### config.mk
export PLATFORM = sky130hd
export DESIGN_NAME = output_ctrl_vc2_flat
export DESIGN_NICKNAME = d
export VERILOG_FILES = /design/src/rtl/output_ctrl_vc2_if.sv /design/src/rtl/output_ctrl_vc2.sv /design/src/flat_wrapper.sv
export SDC_FILE = /design/constraint.sdc
export NUM_CORES = 1
export LEC_CHECK = 0
export ABC_AREA = 0
export CAP_MARGIN = 25
export CORE_UTILIZATION = 58
export CTS_CLUSTER_SIZE = 25
export DETAILED_ROUTE_END_ITERATION = 12
export PLACE_DENSITY = 0.85
export SLEW_MARGIN = 20
export SYNTH_ARGS = -nofsm -noshare
export SYNTH_HDL_FRONTEND = slang
export SYNTH_SLANG_ARGS = --single-unit
### constraint.sdc
create_clock -name clk -period 11.76 [get_ports clk]
set_input_delay 2.352 -clock clk [delete_from_list [all_inputs] [get_ports clk]]
set_output_delay 2.352 -clock clk [all_outputs]
set_load 0.01 [all_outputs]
### src/rtl/output_ctrl_vc2_if.sv
// Arbiter-side write ports, polarity and outbound link of one router output controller.
// master = router/arbiters/downstream side, slave = the output controller.
interface output_ctrl_vc2_if #(
   parameter int DATA_W = 64
) ();
   logic              polarity;
   logic              even_out_enable;
   logic [DATA_W-1:0] even_out_data;
   logic              odd_out_enable;
   logic [DATA_W-1:0] odd_out_data;
   logic              even_out_empty;
   logic              odd_out_empty;
   logic              so;
   logic [DATA_W-1:0] dout;
   logic              ri;
   logic              overflow_err;
   logic              vc_err;

   modport master (
      output polarity, even_out_enable, even_out_data, odd_out_enable, odd_out_data, ri,
      input  even_out_empty, odd_out_empty, so, dout, overflow_err, vc_err
   );

   modport slave (
      input  polarity, even_out_enable, even_out_data, odd_out_enable, odd_out_data, ri,
      output even_out_empty, odd_out_empty, so, dout, overflow_err, vc_err
   );
endinterface

### src/rtl/output_ctrl_vc2.sv
// Per-port output controller: two VC FIFOs written by the even/odd arbiters, drained
// alternately onto the outbound link according to polarity.
module output_ctrl_vc2 #(
   parameter int DEPTH  = 2,
   parameter int DATA_W = 64
) (
   input logic              clk,
   input logic              reset,
   output_ctrl_vc2_if.slave bus
);
   localparam int PTR_W = (DEPTH > 1) ? $clog2(DEPTH) : 1;
   localparam int CNT_W = $clog2(DEPTH + 1);

   logic [DATA_W-1:0] mem_even [DEPTH];
   logic [DATA_W-1:0] mem_odd  [DEPTH];
   logic [PTR_W-1:0]  wr_ptr_even, rd_ptr_even, wr_ptr_odd, rd_ptr_odd;
   logic [CNT_W-1:0]  count_even, count_odd;
   logic              so_q, overflow_q, vc_err_q;
   logic [DATA_W-1:0] dout_q;

   logic full_even, full_odd, req_even, req_odd;
   logic push_even, push_odd, pop_even, pop_odd, drop, vc_bad;

   function automatic logic [PTR_W-1:0] ptr_inc(input logic [PTR_W-1:0] p);
      return (p == PTR_W'(DEPTH - 1)) ? '0 : p + PTR_W'(1);
   endfunction

   assign full_even = (count_even == CNT_W'(DEPTH));
   assign full_odd  = (count_odd  == CNT_W'(DEPTH));

   // Polarity decides which arbiter may write and which VC may send; the two never coincide.
   assign req_even  = ~bus.polarity & bus.even_out_enable;
   assign req_odd   =  bus.polarity & bus.odd_out_enable;
   assign push_even = req_even & ~full_even;
   assign push_odd  = req_odd  & ~full_odd;
   assign drop      = (req_even & full_even) | (req_odd & full_odd);
   assign vc_bad    = (push_even &  bus.even_out_data[DATA_W-1])
                    | (push_odd  & ~bus.odd_out_data[DATA_W-1]);
   assign pop_even  =  bus.polarity & bus.ri & (count_even != '0);
   assign pop_odd   = ~bus.polarity & bus.ri & (count_odd  != '0);

   // NOTE: storage arrays carry no reset; the counts alone decide which entries are valid.
   always_ff @(posedge clk) begin
      if (push_even) mem_even[wr_ptr_even] <= bus.even_out_data;
      if (push_odd)  mem_odd[wr_ptr_odd]   <= bus.odd_out_data;
   end

   // NOTE: all state updates use <= so every read above sees pre-edge values.
   always_ff @(posedge clk) begin
      if (reset) begin
         wr_ptr_even <= '0;
         rd_ptr_even <= '0;
         wr_ptr_odd  <= '0;
         rd_ptr_odd  <= '0;
         count_even  <= '0;
         count_odd   <= '0;
         so_q        <= 1'b0;
         dout_q      <= '0;
         overflow_q  <= 1'b0;
         vc_err_q    <= 1'b0;
      end else begin
         if (push_even) begin
            wr_ptr_even <= ptr_inc(wr_ptr_even);
            count_even  <= count_even + CNT_W'(1);
         end else if (pop_even) begin
            rd_ptr_even <= ptr_inc(rd_ptr_even);
            count_even  <= count_even - CNT_W'(1);
         end

         if (push_odd) begin
            wr_ptr_odd <= ptr_inc(wr_ptr_odd);
            count_odd  <= count_odd + CNT_W'(1);
         end else if (pop_odd) begin
            rd_ptr_odd <= ptr_inc(rd_ptr_odd);
            count_odd  <= count_odd - CNT_W'(1);
         end

         so_q <= pop_even | pop_odd;
         if (pop_even)     dout_q <= mem_even[rd_ptr_even];
         else if (pop_odd) dout_q <= mem_odd[rd_ptr_odd];

         if (drop)   overflow_q <= 1'b1;
         if (vc_bad) vc_err_q   <= 1'b1;
      end
   end

   assign bus.even_out_empty = ~full_even;
   assign bus.odd_out_empty  = ~full_odd;
   assign bus.so             = so_q;
   assign bus.dout           = dout_q;
   assign bus.overflow_err   = overflow_q;
   assign bus.vc_err         = vc_err_q;
endmodule
### src/flat_wrapper.sv
// flat-port wrapper written by rule: the top's interface ports become plain ports
module output_ctrl_vc2_flat 
#(
   parameter int DEPTH  = 2,
   parameter int DATA_W = 64
)
  (clk, reset, bus_polarity, bus_even_out_enable, bus_even_out_data, bus_odd_out_enable, bus_odd_out_data, bus_ri, bus_even_out_empty, bus_odd_out_empty, bus_so, bus_dout, bus_overflow_err, bus_vc_err);
  output_ctrl_vc2_if #(.DATA_W(DATA_W)) bus_i ();
  input logic clk;
  input logic reset;
  input wire logic [$bits(bus_i.polarity)-1:0] bus_polarity;
  input wire logic [$bits(bus_i.even_out_enable)-1:0] bus_even_out_enable;
  input wire logic [$bits(bus_i.even_out_data)-1:0] bus_even_out_data;
  input wire logic [$bits(bus_i.odd_out_enable)-1:0] bus_odd_out_enable;
  input wire logic [$bits(bus_i.odd_out_data)-1:0] bus_odd_out_data;
  input wire logic [$bits(bus_i.ri)-1:0] bus_ri;
  output wire logic [$bits(bus_i.even_out_empty)-1:0] bus_even_out_empty;
  output wire logic [$bits(bus_i.odd_out_empty)-1:0] bus_odd_out_empty;
  output wire logic [$bits(bus_i.so)-1:0] bus_so;
  output wire logic [$bits(bus_i.dout)-1:0] bus_dout;
  output wire logic [$bits(bus_i.overflow_err)-1:0] bus_overflow_err;
  output wire logic [$bits(bus_i.vc_err)-1:0] bus_vc_err;
  assign bus_i.polarity = bus_polarity;
  assign bus_i.even_out_enable = bus_even_out_enable;
  assign bus_i.even_out_data = bus_even_out_data;
  assign bus_i.odd_out_enable = bus_odd_out_enable;
  assign bus_i.odd_out_data = bus_odd_out_data;
  assign bus_i.ri = bus_ri;
  assign bus_even_out_empty = bus_i.even_out_empty;
  assign bus_odd_out_empty = bus_i.odd_out_empty;
  assign bus_so = bus_i.so;
  assign bus_dout = bus_i.dout;
  assign bus_overflow_err = bus_i.overflow_err;
  assign bus_vc_err = bus_i.vc_err;
  output_ctrl_vc2 #(.DEPTH(DEPTH), .DATA_W(DATA_W)) u_core (.clk(clk), .reset(reset), .bus(bus_i));
endmodule
==> metrics, run 1 <==
outcome=finished clean; DR vias=7720; pre-CTS setup slack=6.56 ns; simple-gate share of the synthesized area=0.0517; gpl congestion=0.725; synthesis-stage register bit count=333; R2R depth=4; Reg2Reg Capture Point=u_core.mem_even[0][61]$_DFFE_PP_; fraction of layout cells with a size suffix above 1=0.107; crit path DAT=4.74 ns; RSZ-0062 raised after global routing=no; Fin. Hold Viols=0; Crit path largest cell delay=0.69 ns; compound-gate portion of the synthesized area=0.151; hold endpoint=u_core.bus.dout[32]$_SDFFE_PP0P_; headroom to the max-slew limit=0.333; Synth area leaders=edfxtp_1 (60%), dfxtp_1 (12%), a2111oi_2 (4.6%); worst hold path type=register to register; CTS root buf=clkbuf_16; CTS tree=built; Synth top area share=0.602; Initial Util=0.600; Clock Path Buffers=3; Routed Antenna Nets=0; Num CTS Buffers=34; Max IR drop VDD=93.8 µV; Tot GR Track Use=0.248; yosys warns=0; Final Max Slew Viols=0; xor and xnor area share after synthesis=0.000686; setup TNS=0 ns; minimum clock period=4.61 ns; Worst Hold Launch=u_core.bus.dout[32]$_SDFFE_PP0P_; share of the yosys chip area belonging to registers=0.722; drt drc=0; first-pass iteration count of the detailed router=5; Die Span X=150 µm; DR vias/cell=5.96; critical path buffer and inverter count=3; Clock Latency Late Sink=0.50 ns; number of I/O port buffers=202; half-perimeter wire length after placement=15.9 mm; Setup Buffers After CTS=0; Worst Setup Start Kind=input port; main combinational cell family by area after synthesis=compound AO/OA/AOI/OAI gates; PD cells=162 mW/mm²; CTS Sinks=333; hold_buf cts=0; Hold Crit Depth=2; syn_area_per_cell=15.8 µm²; Post-Syn Area=0.0128 mm²; area grow syn2layout=25.8%; placed inst area=0.0149 mm²; initial antenna violation count=1; CP cell instances=clkdlybuf4s50_1 > nand2_1 > or3_1 > inv_2 > buf_4; Syn Nets=944; Yosys cell types=37; I/O pins=203; DRT Wirelength=27.7 mm; post_cts resized=0; Worst R2R Setup Slack=9.30 ns; multiplexer share of the synthesized area=0.0368; final setup margin=7.15 ns; leakage=5.01 nW; Die H=150 µm; fmax=217 MHz; critical path class=input port to register; FILL cells=1202; Worst Path Required=11.89 ns; r2r startpoint=u_core.count_even[0]$_SDFFE_PP0P_; WL/cell=21.4 µm; H-tree Lvls=2; vias in the first global route=7671; pin count of the biggest net entering global routing=94; first-pass GRT wire length=41.9 mm; dominant cell type by area after synthesis=edfxtp_1; final instance area=0.0161 mm²; crit-path max FO=43; Row Count=53; worst slew pin tran=1.00 ns; Tcrit/Tclk final=0.392; clock skew=0.00803 ns; Synth Area in Adders=0; setup violators final=0; Die Area=0.0226 mm²; Mapped Cells=810; Core Box Area=0.0213 mm²; grt ovf=0; Worst-path clk slew=0.06 ns; cell family with most CP delay=buffers and inverters; Max Cap Violations=0; initial DRC count=641; nets@finish=1129; Setup crit end kind=register; Worst path slowest cell=clkdlybuf4s50_1
==> final cells by class <==
cell class              count  area [µm²]  area share
flip-flops and latches    333        9240       0.575
multi-input cells         367        3090       0.192
repair buffers            212        2130       0.133
clock buffers              48         985      0.0613
well taps                 275         344      0.0214
inverters                  47         176      0.0110
clock inverters            12         111     0.00693
diodes                      1        2.50    0.000156
==> worst reg2reg max path: cells and delay by family, from the launching register on <==
| family | cells | cell delay (ns) |
|---|---|---|
| and+or+nand+nor | 2 | 0.55 |
| DFF | 1 | 0.46 |
| buffers and inverters | 2 | 1.03 |
==> power by group <==
group / switching, mW / total (mW) / internal [mW]
clock network: 0.420 / 1.05 / 0.627
registers: 0.0240 / 1.34 / 1.32
logic: 0.112 / 0.219 / 0.107
total: 0.556 / 2.61 / 2.05
==> kinds of logic after synthesis <==
| kind of cell | after synthesis |
|---|---|
| compound gates | 212 |
| xor+xnor | 1 |
| buf+inv | 110 |
| flops | 333 |
| mux | 47 |
| simple gates | 107 |
==> state kept, by name (all words and copies together) (netlist names), named ones only <==
name,flops
u_core.mem_even,128
u_core.mem_odd,128
u_core.bus.dout,64
u_core.count_even,2
u_core.count_odd,2
u_core.bus.overflow_err,1
u_core.bus.so,1
u_core.bus.vc_err,1
u_core.rd_ptr_even,1
u_core.rd_ptr_odd,1
u_core.wr_ptr_even,1
u_core.wr_ptr_odd,1
==> stage by stage <==
step	hold WS, ns	instances	power [mW]	utilization
after floorplan	0.458	810	1.47	-
after global placement	0.461	1232	1.57	0.701
after detailed placement	0.465	1232	1.58	0.701
after CTS	0.474	1292	2.62	0.753
after global routing	0.499	1295	2.69	0.755
final	0.468	1295	2.61	0.755
==> synth_stat cells <==
cell       count
or3_1          4
a21o_1         1
buf_1          4
nor3b_1        1
o21ai_0        2
a31oi_1        2
buf_4          3
buf_2         14
nand2b_1       1
a2111oi_1      7
o221ai_1       1
a2111oi_0     36
inv_1         47
edfxtp_1     256
and3_1         1
o21a_4         1
xor2_1         1
buf_6          5
nand2b_4       1
mux2i_1       47
o21ai_1        1
nor2_1         4
o211ai_1      23
nand2_1        5
a211oi_1      41
nor2b_1       85
o32a_1        23
o211ai_2       1
nor2_4         1
o211a_1        1
nor4_1         1
and3b_1        1
a2111oi_2     39
dfxtp_1       77
clkbuf_1      37
nor3_1         2
a21oi_1       33
==> metal layers <==
layer  wire (µm)  vias to the layer above  GRT usage
li1            -                     3553          -
met1       10900                     3791      0.330
met2       13900                      334      0.418
met3        2400                       42     0.0491
met4         510                        0     0.0641
met5           0                        -          0
==> worst max-delay path by stage <==
stage                     cells past startpoint  slack, ns                          endpoint    startpoint
after global routing                          5       7.01    u_core.mem_odd[0][7]$_DFFE_PP_  bus_polarity
after floorplan                               3       3.84    u_core.mem_odd[1][0]$_DFFE_PP_  bus_polarity
after detailed placement                      4       6.56  u_core.bus.dout[43]$_SDFFE_PP0P_  bus_polarity
final                                         5       7.15   u_core.mem_odd[0][46]$_DFFE_PP_  bus_polarity
after global placement                        4       6.61  u_core.bus.dout[43]$_SDFFE_PP0P_  bus_polarity
after CTS                                     4       7.07  u_core.bus.dout[43]$_SDFFE_PP0P_  bus_polarity
==> cells in the final DEF (no fill, tap or decap), types with 33 or more instances in the layout <==
master / instances
mux2i_1: 47
a2111oi_0: 36
a2111oi_2: 39
dfxtp_1: 75
clkdlybuf4s50_1: 201
a211oi_1: 41
a21oi_1: 33
nor2b_1: 85
inv_1: 45
edfxtp_1: 256
clkbuf_16: 35
Power figures use the tool's default switching activity.
==> inputs of run 2 (changes only) <==
- CORE_UTILIZATION: 58 -> 48
- PLACE_DENSITY: 0.85 -> 0.76
- clock period: 11.76 -> 4 ns (I/O delays scaled with it)
==> metrics, run 2 (synthesized netlist as in run 1, its figures left out) <==
outcome=finished clean; gpl congestion=0.737; leakage=5.10 nW; Setup crit end kind=output pin; multi-input logic area=0.00309 mm²; fraction of layout cells with a size suffix above 1=0.116; crit path DAT=2.07 ns; Max Cap Violations=0; clock skew=0.0169 ns; Fin. Hold Viols=0; Worst R2R Setup Slack=1.95 ns; number of I/O port buffers=202; first-pass iteration count of the detailed router=4; vias in the first global route=7966; grt ovf=0; Die Span X=165 µm; commonest cells after routing, fill and taps aside=edfxtp_1 (256), clkdlybuf4s50_1 (201), nor2b_1 (85); final setup margin=1.13 ns; commonest non-fill, non-tap cell in the layout=edfxtp_1; pin count of the biggest net entering global routing=96; Worst Setup Start Kind=register; PD cells=480 mW/mm²; initial antenna violation count=2; Tot GR Track Use=0.213; half-perimeter wire length after placement=17.1 mm; fmax=348 MHz; Tcrit/Tclk final=0.719; Clock Latency Late Sink=0.51 ns; Overall Power=7.85 mW; RSZ-0062 raised after global routing=no; pre-CTS setup slack=0.870 ns; H-tree Lvls=2; R2R depth=4; post-route insts no fill=1365; nets@finish=1137; Max IR drop VDD=288 µV; CTS Sinks=333; post_cts resized=0; setup violators final=0; Die Area=0.0273 mm²; Die H=165 µm; area grow syn2layout=28.0%; final instance area=0.0164 mm²; DRT Wirelength=28.9 mm; worst hold path type=register to register; DR vias=7786; CTS tree=built; Num CTS Buffers=35; CTS root buf=clkbuf_16; crit-path max FO=7; critical path class=register to output pin; setup TNS=0 ns; DR vias/cell=5.70; minimum clock period=2.87 ns; register area=0.00924 mm²; final core occ=0.628; worst slew pin tran=1.04 ns; Core Box Area=0.0261 mm²; FILL cells=1876; placed cell count=1298; Final Max Slew Viols=0; Routed Antenna Nets=0; initial DRC count=612; first-pass GRT wire length=43.5 mm; Initial Util=0.490; Worst Path Required=3.20 ns; I/O pins=203; WL/cell=21.2 µm; Worst-path clk slew=0.06 ns; placed inst area=0.0151 mm²; headroom to the max-slew limit=0.308; Setup Buffers After CTS=0; Hold Crit Depth=2; Clock Path Buffers=3; Row Count=59; Fin Hold WS=0.469 ns; hold_buf cts=0; drt drc=0
run 2: final timing paths:
path / to / start
hold reg to reg: u_core.bus.dout[7]$_SDFFE_PP0P_ / u_core.bus.dout[7]$_SDFFE_PP0P_
setup / recovery: bus_odd_out_empty / u_core.count_odd[1]$_SDFFE_PP0P_
hold / removal: u_core.bus.dout[7]$_SDFFE_PP0P_ / u_core.bus.dout[7]$_SDFFE_PP0P_
setup reg to reg: u_core.mem_even[0][32]$_DFFE_PP_ / u_core.count_even[1]$_SDFFE_PP0P_
run 2: power breakdown:
group | total [mW] | internal [mW] | switching [mW]
Sequential | 3.94 | 3.87 | 0.0697
Combinational | 0.660 | 0.326 | 0.333
Clock | 3.24 | 1.98 | 1.26
run 2: layout make-up:
| type | count | share of cell area |
|---|---|---|
| Antenna cell | 1 | 0.000153 |
| Clock buffer | 45 | 0.0621 |
| Clock inverter | 18 | 0.00964 |
| Inverter | 47 | 0.0109 |
| Multi-Input combinational cell | 367 | 0.189 |
| Sequential cell | 333 | 0.565 |
| Tap cell | 335 | 0.0256 |
| Timing Repair Buffer | 219 | 0.138 |
run 2: worst max-delay path, cell delays in order (launching register included):
cell and delay [ns]:
dfxtp_1 0.42, nor2b_1 0.48, inv_1 0.15, clkdlybuf4s50_1 0.51
run 2: layer usage:
| layer | vias to the layer above | track usage | routed length (µm) | part of all wire |
|---|---|---|---|---|
| met2 | 319 | 0.352 | 14100 | 0.49 |
| li1 | 3588 | - | - | - |
| met5 | - | 0 | 13 | 0.00045 |
| met3 | 37 | 0.0519 | 2410 | 0.084 |
| met4 | 2 | 0.0546 | 501 | 0.017 |
| met1 | 3840 | 0.283 | 11900 | 0.41 |
